--- config.mk ---
export PLATFORM = sky130hd
export DESIGN_NAME = axis_out_packer
export DESIGN_NICKNAME = d
export VERILOG_FILES = /design/src/rtl/axis_out_packer.sv
export SDC_FILE = /design/constraint.sdc
export NUM_CORES = 1
export LEC_CHECK = 0
export BUFFER_PORTS_ARGS = -buffer_cell sky130_fd_sc_hd__buf_2
export CAP_MARGIN = 20
export CORE_ASPECT_RATIO = 1.75
export CORE_MARGIN = 2
export CORE_UTILIZATION = 55
export DETAILED_ROUTE_END_ITERATION = 7
export HOLD_SLACK_MARGIN = 0.1
export MAX_ROUTING_LAYER = met4
export PLACE_DENSITY_LB_ADDON = 0.25
export SKIP_LAST_GASP = 1
export SLEW_MARGIN = 20
export SYNTH_ARGS = -nofsm -noshare
export SYNTH_HDL_FRONTEND = slang
export SYNTH_SLANG_ARGS = --single-unit
--- constraint.sdc ---
create_clock -name aclk -period 8 [get_ports aclk]
set_input_delay 2.4 -clock aclk [delete_from_list [all_inputs] [get_ports aclk]]
set_output_delay 2.4 -clock aclk [all_outputs]
set_load 0.03 [all_outputs]
--- src/rtl/axis_out_packer.sv ---
// Byte-stream packer: merges variable-width upstream beats into full-width
// downstream beats, flushing a partial beat at end of packet.
module axis_out_packer #(
  parameter int DATA_WIDTH = 128,
  parameter int W_BPT      = 5,
  parameter int CNT_BITS   = 32
) (
  input  logic                    aclk,
  input  logic                    aresetn,
  input  logic                    s_valid,
  output logic                    s_ready,
  input  logic [DATA_WIDTH-1:0]   s_data,
  input  logic                    s_last,
  input  logic [W_BPT-1:0]        s_bytes_per_transfer,
  output logic                    m_valid,
  input  logic                    m_ready,
  output logic [DATA_WIDTH-1:0]   m_data,
  output logic [DATA_WIDTH/8-1:0] m_keep,
  output logic                    m_last,
  output logic [CNT_BITS-1:0]     pkt_bytes
);

  localparam int NB = DATA_WIDTH / 8;
  localparam int AB = 2 * NB;
  localparam int FW = $clog2(AB) + 1;

  logic [2*DATA_WIDTH-1:0] acc_q, acc_d;
  logic [FW-1:0]           fill_q, fill_d;
  logic                    last_pending_q, last_pending_d;
  logic [CNT_BITS-1:0]     run_cnt_q, run_cnt_d;
  logic [CNT_BITS-1:0]     pkt_bytes_q, pkt_bytes_d;

  logic [31:0]             bpt_raw;
  logic [FW-1:0]           bpt;
  logic [FW-1:0]           base;
  logic                    full;
  logic                    out_hs;
  logic                    in_acc;
  logic                    last_hs;
  logic [AB-1:0]           wr_mask;
  logic [2*DATA_WIDTH-1:0] wr_bits;
  logic [2*DATA_WIDTH-1:0] wr_data;
  logic [2*DATA_WIDTH-1:0] acc_base;
  logic [DATA_WIDTH-1:0]   keep_bits;

  assign bpt_raw = 32'(s_bytes_per_transfer);
  assign bpt     = (bpt_raw == 32'd0 || bpt_raw > 32'(NB)) ? FW'(NB) : FW'(bpt_raw);

  assign full    = (fill_q >= FW'(NB));
  assign m_valid = full || (last_pending_q && (fill_q != '0));
  assign m_last  = m_valid && last_pending_q && (fill_q <= FW'(NB));
  // Gating with the reset input keeps s_ready low while reset is held.
  assign s_ready = aresetn && !last_pending_q && (!full || m_ready);

  assign out_hs  = m_valid && m_ready;
  assign in_acc  = s_valid && s_ready;
  assign last_hs = out_hs && m_last;

  // Drain happens first, so new bytes land just above what remains after the shift.
  assign acc_base = out_hs ? {{DATA_WIDTH{1'b0}}, acc_q[2*DATA_WIDTH-1:DATA_WIDTH]} : acc_q;
  assign base     = out_hs ? (full ? fill_q - FW'(NB) : '0) : fill_q;
  assign wr_mask  = (~({AB{1'b1}} << bpt)) << base;
  assign wr_data  = {{DATA_WIDTH{1'b0}}, s_data} << {base, 3'b000};

  genvar gi;
  generate
    for (gi = 0; gi < AB; gi++) begin : g_wr_bits
      assign wr_bits[gi*8 +: 8] = {8{wr_mask[gi]}};
    end
    for (gi = 0; gi < NB; gi++) begin : g_keep_bits
      assign keep_bits[gi*8 +: 8] = {8{m_keep[gi]}};
    end
  endgenerate

  assign m_keep    = full ? {NB{1'b1}} : ~({NB{1'b1}} << fill_q);
  // Lanes past the fill level hold stale bytes; mask them to zero.
  assign m_data    = acc_q[DATA_WIDTH-1:0] & keep_bits;
  assign pkt_bytes = pkt_bytes_q;

  always_comb begin
    acc_d          = in_acc ? ((acc_base & ~wr_bits) | (wr_data & wr_bits)) : acc_base;
    fill_d         = base + (in_acc ? bpt : '0);
    last_pending_d = last_pending_q;
    run_cnt_d      = run_cnt_q;
    pkt_bytes_d    = pkt_bytes_q;
    if (in_acc) begin
      run_cnt_d = run_cnt_q + CNT_BITS'(bpt);
      if (s_last) begin
        last_pending_d = 1'b1;
      end
    end
    if (last_hs) begin
      fill_d         = '0;
      last_pending_d = 1'b0;
      pkt_bytes_d    = run_cnt_q;
      run_cnt_d      = '0;
    end
  end

  always_ff @(posedge aclk or negedge aresetn) begin
    if (!aresetn) begin
      acc_q          <= '0;
      fill_q         <= '0;
      last_pending_q <= 1'b0;
      run_cnt_q      <= '0;
      pkt_bytes_q    <= '0;
    end else begin
      acc_q          <= acc_d;
      fill_q         <= fill_d;
      last_pending_q <= last_pending_d;
      run_cnt_q      <= run_cnt_d;
      pkt_bytes_q    <= pkt_bytes_d;
    end
  end

endmodule

Word level (Yosys, flattened, before mapping)
Index checks and enable logic that the tools add are counted.

cells by class
  $add $sub $neg = 3
  $lt $le $gt $ge = 3
  shift operators = 4
  multiplexer cells = 13
  bitwise gates (word level) = 7
  reduce and logical (&&, ||, !) cells = 18

operators by type and width
  operator                 count
  $and A256 B256 Y256      2
  $mux W256                2
  $not A256 Y256           1
  $or A256 B256 Y256       1
  $shl A128 B9 Y256        1
  $and A128 B128 Y128      1
  $mux W32                 2
  $add A32 B5 Y32          1
  $logic_not A32 Y1        1
  $not A32 Y32             1
  $shl A32 B5 Y32 const A  1
  $shl A32 B6 Y32          1
  $mux W6                  3
  $mux W16                 1
  $not A16 Y16             1
  $shl A16 B6 Y16 const A  1
  $mux W5                  2
  $logic_and A1 B1 Y1      8
  $add A6 B5 Y6            1
  $ge A6 B5 Y1 const B     1
  $le A6 B5 Y1 const B     1
  $reduce_bool A6 Y1       1
  $sub A6 B5 Y6 const B    1
  $gt A5 B5 Y1 const B     1
  other kinds (5)          11

storage, ports and cells
  flip-flop bits (word level) = 327
  input bits = 138
  output and inout bits = 179
  word-level logic and storage cells = 53

Logic depth before layout (Yosys ltp)
  word-level depth = 10
  depth in mapped cells = 15
  mapped depth without buffers = 13

Worst setup path before layout
Ideal clock, no wire load.

  kind = input -> output
  start = in m_ready
  end = out s_ready
  data arrival time = 3.277 ns
  required time = 5.600 ns
  setup slack = 2.323 ns
  cell stages on the path = 2
  path buffers = 0
  path through = o21ba_2 -> nor3b_1

between the ends
  word-level cells in the longest chain between the ends = 2

ends and longest elaborated chain
  item                 line  text
  start: declaration   16    input logic m_ready,
  $logic_or A1 B1 Y1   53    assign s_ready = aresetn && !last_pending_q && (!full || m_ready);
  $logic_and A1 B1 Y1  53
  end: declaration     11    output logic s_ready,

No other way between the ends.

Final worst setup path
  start = reg fill_q[5]
  end = out m_data[40]

between the ends
  word-level cells in the longest chain between the ends = 4
  elaborated cells between the ends (all ways) = 5
  those cells by class = order compare (1); shift (1); mux (1); bitwise (2)

ends and longest elaborated chain
  item                      line  text
  start: declaration        28    logic [FW-1:0] fill_q, fill_d;
  start signal: assignment  109   fill_q <= fill_d;
  $shl A16 B6 Y16           75    assign m_keep = full ? {NB{1'b1}} : ~({NB{1'b1}} << fill_q);
  $not A16 Y16              75
  $mux W16 *                75
  $and A128 B128 Y128 *     77    assign m_data = acc_q[DATA_WIDTH-1:0] & keep_bits;
  end: declaration          17    output logic [DATA_WIDTH-1:0] m_data,

Mark *: on every way between the ends. The rest lies on a longest branch, timed or not.

==> impl_results.md <==
- Worst min path class: register to register
- Sw Share: 0.546
- Detail Route Antenna Nets: 0
- Number of vias per cell after detailed routing: 7.20
- Post-cts hold buffer count: 0
- Max-cap violations: 0
- Clock tree from TritonCTS: built
- Gp weighted congestion: 1.16
- Pins Over Slew Limit: 0
- Clock transition at the registers of the reported paths: 60 ps
- Total half-perimeter wirelength after legalization and detailed placement: 94,200 µm
- Post-synth ARST share: 1.00
- Clock tree root driver cell: sky130_fd_sc_hd__clkbuf_16
- Count of yosys warnings during synthesis: 0
- Number of buffers added for setup after CTS: 0
- Net switching power figure: 6.08 mW
- Worst path arrival time: 4680 ps
- Minimum clock period: 7080 ps
- P_leak: 13.6 nW
- Number of violations reported at the end of detailed-routing iteration 0: 3,862
- Layout-stage area growth over the synthesis result: 12.8%
- Unique cell type count in the Yosys netlist: 101
- Syn_nets: 3,192
- Dominant register cell in the synthesized netlist: sky130_fd_sc_hd__dfrtp_1
- Setup repair after global routing missed its margin: no
- Number of storage elements in the synthesis netlist: 327
- Hold violation count in the final report: 0
- # fillers: 3,943
- Area share of the leading cell type in the synthesized netlist: 0.323
- Leading post-synthesis cells by cell area: sky130_fd_sc_hd__dfrtp_1 32%, sky130_fd_sc_hd__mux2i_1 13%, sky130_fd_sc_hd__nand2_1 8.3%, sky130_fd_sc_hd__a21oi_1 3.5%, sky130_fd_sc_hd__and2_1 3.3%
- Source-to-sink clock delay at the later pin of the worst-skew pair: 570 ps
- Number of resized instances in the post-cts repair step: 0
- Critical Setup Path Class: register to output port
- Standard cell with the maximum stage delay on the critical path: sky130_fd_sc_hd__a21oi_1
- Maximum single-stage delay on the critical path: 950 ps
- WP data required: 5600 ps
- Total wire length: 128,000 µm
- H-tree depth reported by CTS: 2
- Violations in the final reports: DRC
- DRC violations left: 2
- Relative contribution of combinational cells to total power: 0.636
- Cells traversed along the worst timing path: nor2_2 > inv_1 > nor2_1 > inv_1 > a21oi_1 > nor2b_1 > buf_2
- Maximum achievable frequency: 141 MHz
- Maximum resistive drop on vdd: 0.338 mV
- Worst rel slew slack: 0.0349
- Kind of start point of the critical path: register
- Setup Skew: 33.9 ps
- Area of the core: 0.0457 mm²
- Avg Inst Size Synth: 8.32 µm²
- Total die area: 0.0478 mm²
- All-layer global routing usage: 0.537
- Worst setup slack before clock tree synthesis: 945 ps
- Total negative slack for setup checks: 0 ps
- Biggest area consumer among synthesized cells: sky130_fd_sc_hd__dfrtp_1
- CP delay by family, top: simple AND/OR/NAND/NOR gates
- Post-synthesis instance area: 0.0253 mm²
- Die boundary width: 166 µm
- Post-route core utilization: 0.625
- Largest net degree at the start of global routing: 155
- Clock Sinks: 327
- Net total in the final layout: 3,387
- Number of flops mapped to enable cells by yosys: 0
- Total of buffers placed on input and output ports: 316
- Leading cell types by count after synthesis: 559 x sky130_fd_sc_hd__nand2_1, 338 x sky130_fd_sc_hd__mux2i_1, 327 x sky130_fd_sc_hd__dfrtp_1
- Ratio of final minimum period to clock period: 0.885
- Via count of the routed design: 27,800
- Worst Path Max Fanout: 13
- DR pass1 iterations: 8
- Clock network fraction of total power: 0.145
- Global-route wire length before repair: 183,000 µm
- Number of cell rows: 104
- Internal power: 5.05 mW
- Number of instances in the synthesized netlist: 3,042
- Vertical die dimension: 288 µm
- Vias in the first global route: 26,600
- Starting density of the core: 0.554
- Leading cell type by number of instances after synthesis: sky130_fd_sc_hd__nand2_1
- Fraction of final layout cells with drive strength greater than 1: 0.179
- Power density over the cells: 390 mW/mm²
- Slew at the pin with the worst max-slew slack: 1450 ps
- Count of boundary I/O pins: 317
- Remaining Overflow, GRT: 0
- Final setup vio count: 0
- Endpoint type of the worst setup path: output port
- Buffering stage count on the worst path with inverters included: 3
- Post-route setup slack: 923 ps
- CTS buffer count: 34
- Status: finished, violations left
- Final-layout worst hold slack: 481 ps
- Most used cell along the critical path: sky130_fd_sc_hd__inv_1
- Largest buffer count on any clock path: 3
- Placed insts: 3,781
- Initial antenna violation count: 14
- Share of power burned in registers: 0.219
- Sequential element share of the synthesized area: 0.323
- Final instance count without filler cells: 3,859
- Post-DR wirelength/cell: 33.1 µm
cell type report:
type / count / area (µm²) / area share
Tap cell: 583 / 729 / 0.0256
Clock inverter: 13 / 128 / 0.00447
Sequential cell: 327 / 8190 / 0.287
Inverter: 31 / 118 / 0.00412
Multi-Input combinational cell: 2428 / 16000 / 0.561
Antenna cell: 16 / 40.0 / 0.00140
Clock buffer: 46 / 967 / 0.0339
Timing Repair Buffer: 415 / 2370 / 0.0831
final timing paths:
check	from	endpoint	slack (ps)	cells past startpoint
min	pkt_bytes[20]$_DFFE_PN0P_	pkt_bytes[20]$_DFFE_PN0P_	480	2
max in group asynchronous	aresetn	acc_q[54]$_DFF_PN0_	4120	3
min in group asynchronous	aresetn	run_cnt_q[24]$_DFFE_PN0P_	1870	1
max reg2reg	fill_q[0]$_DFF_PN0_	acc_q[107]$_DFF_PN0_	2510	10
max	fill_q[5]$_DFF_PN0_	m_data[40]	920	7
min reg2reg	pkt_bytes[20]$_DFFE_PN0P_	pkt_bytes[20]$_DFFE_PN0P_	480	2
layout by cell type, fill, tap and decap left out, types with 43 or more instances in the layout:
master	count
sky130_fd_sc_hd__nand2_1	556
sky130_fd_sc_hd__mux2i_1	338
sky130_fd_sc_hd__dfrtp_1	325
sky130_fd_sc_hd__buf_2	315
sky130_fd_sc_hd__a21oi_1	177
sky130_fd_sc_hd__nor2_1	149
sky130_fd_sc_hd__o21ai_0	147
sky130_fd_sc_hd__and2_1	132
sky130_fd_sc_hd__nand3_1	114
sky130_fd_sc_hd__buf_4	95
sky130_fd_sc_hd__o22ai_1	60
sky130_fd_sc_hd__a22oi_1	54
sky130_fd_sc_hd__a31oi_1	53
sky130_fd_sc_hd__nor2b_1	45
sky130_fd_sc_hd__a2bb2oi_1	43
tightest hold or removal path, cell delays in order (launching register included):
cell	delay, ps
sky130_fd_sc_hd__dfrtp_1	350
sky130_fd_sc_hd__nand2_1	50
sky130_fd_sc_hd__nand2_1	50
through the flow:
step | instance area, µm² | power [mW]
finish | 28500 | 11.1
global placement | 27300 | 8.90
CTS | 28400 | 10.7
detailed placement | 27300 | 9.03
global route | 28500 | 11.4
floorplan | 25300 | 6.59
routing by layer:
metal  share of wire  global-route usage  vias up
li1                -                   -    11500
met4            0.14               0.572        0
met5               0                   -        -
met1            0.31               0.524    13200
met3            0.11               0.180      895
met2            0.44               0.806     2230
sequential cells by signal, summed over array words and instances (netlist names):
signal          cells
acc_q             256
fill_q              6
last_pending_q      1
pkt_bytes          32
run_cnt_q          32
power groups by stage:
stage	logic [mW]	registers (mW)	clock network, mW
4_1_cts	6.61	2.43	1.62
3_3_place_gp	6.47	2.43	0
5_1_grt	7.25	2.48	1.67
6_report	7.08	2.44	1.62
2_1_floorplan	4.27	2.31	0
3_5_place_dp	6.58	2.45	0
logic make-up (layout without fill, tap and decap cells):
kind of cell    after synthesis  count (layout)  synth area share
fa+ha+maj                    13              13           0.00692
other cells                   0              16                 0
xor+xnor                     28              28           0.00969
flops                       327             327             0.323
compound gates              884             884             0.243
simple gates               1131            1131             0.205
buf+inv                     287             505            0.0488
mux                         372             372             0.163
Power figures use the tool's default switching activity.
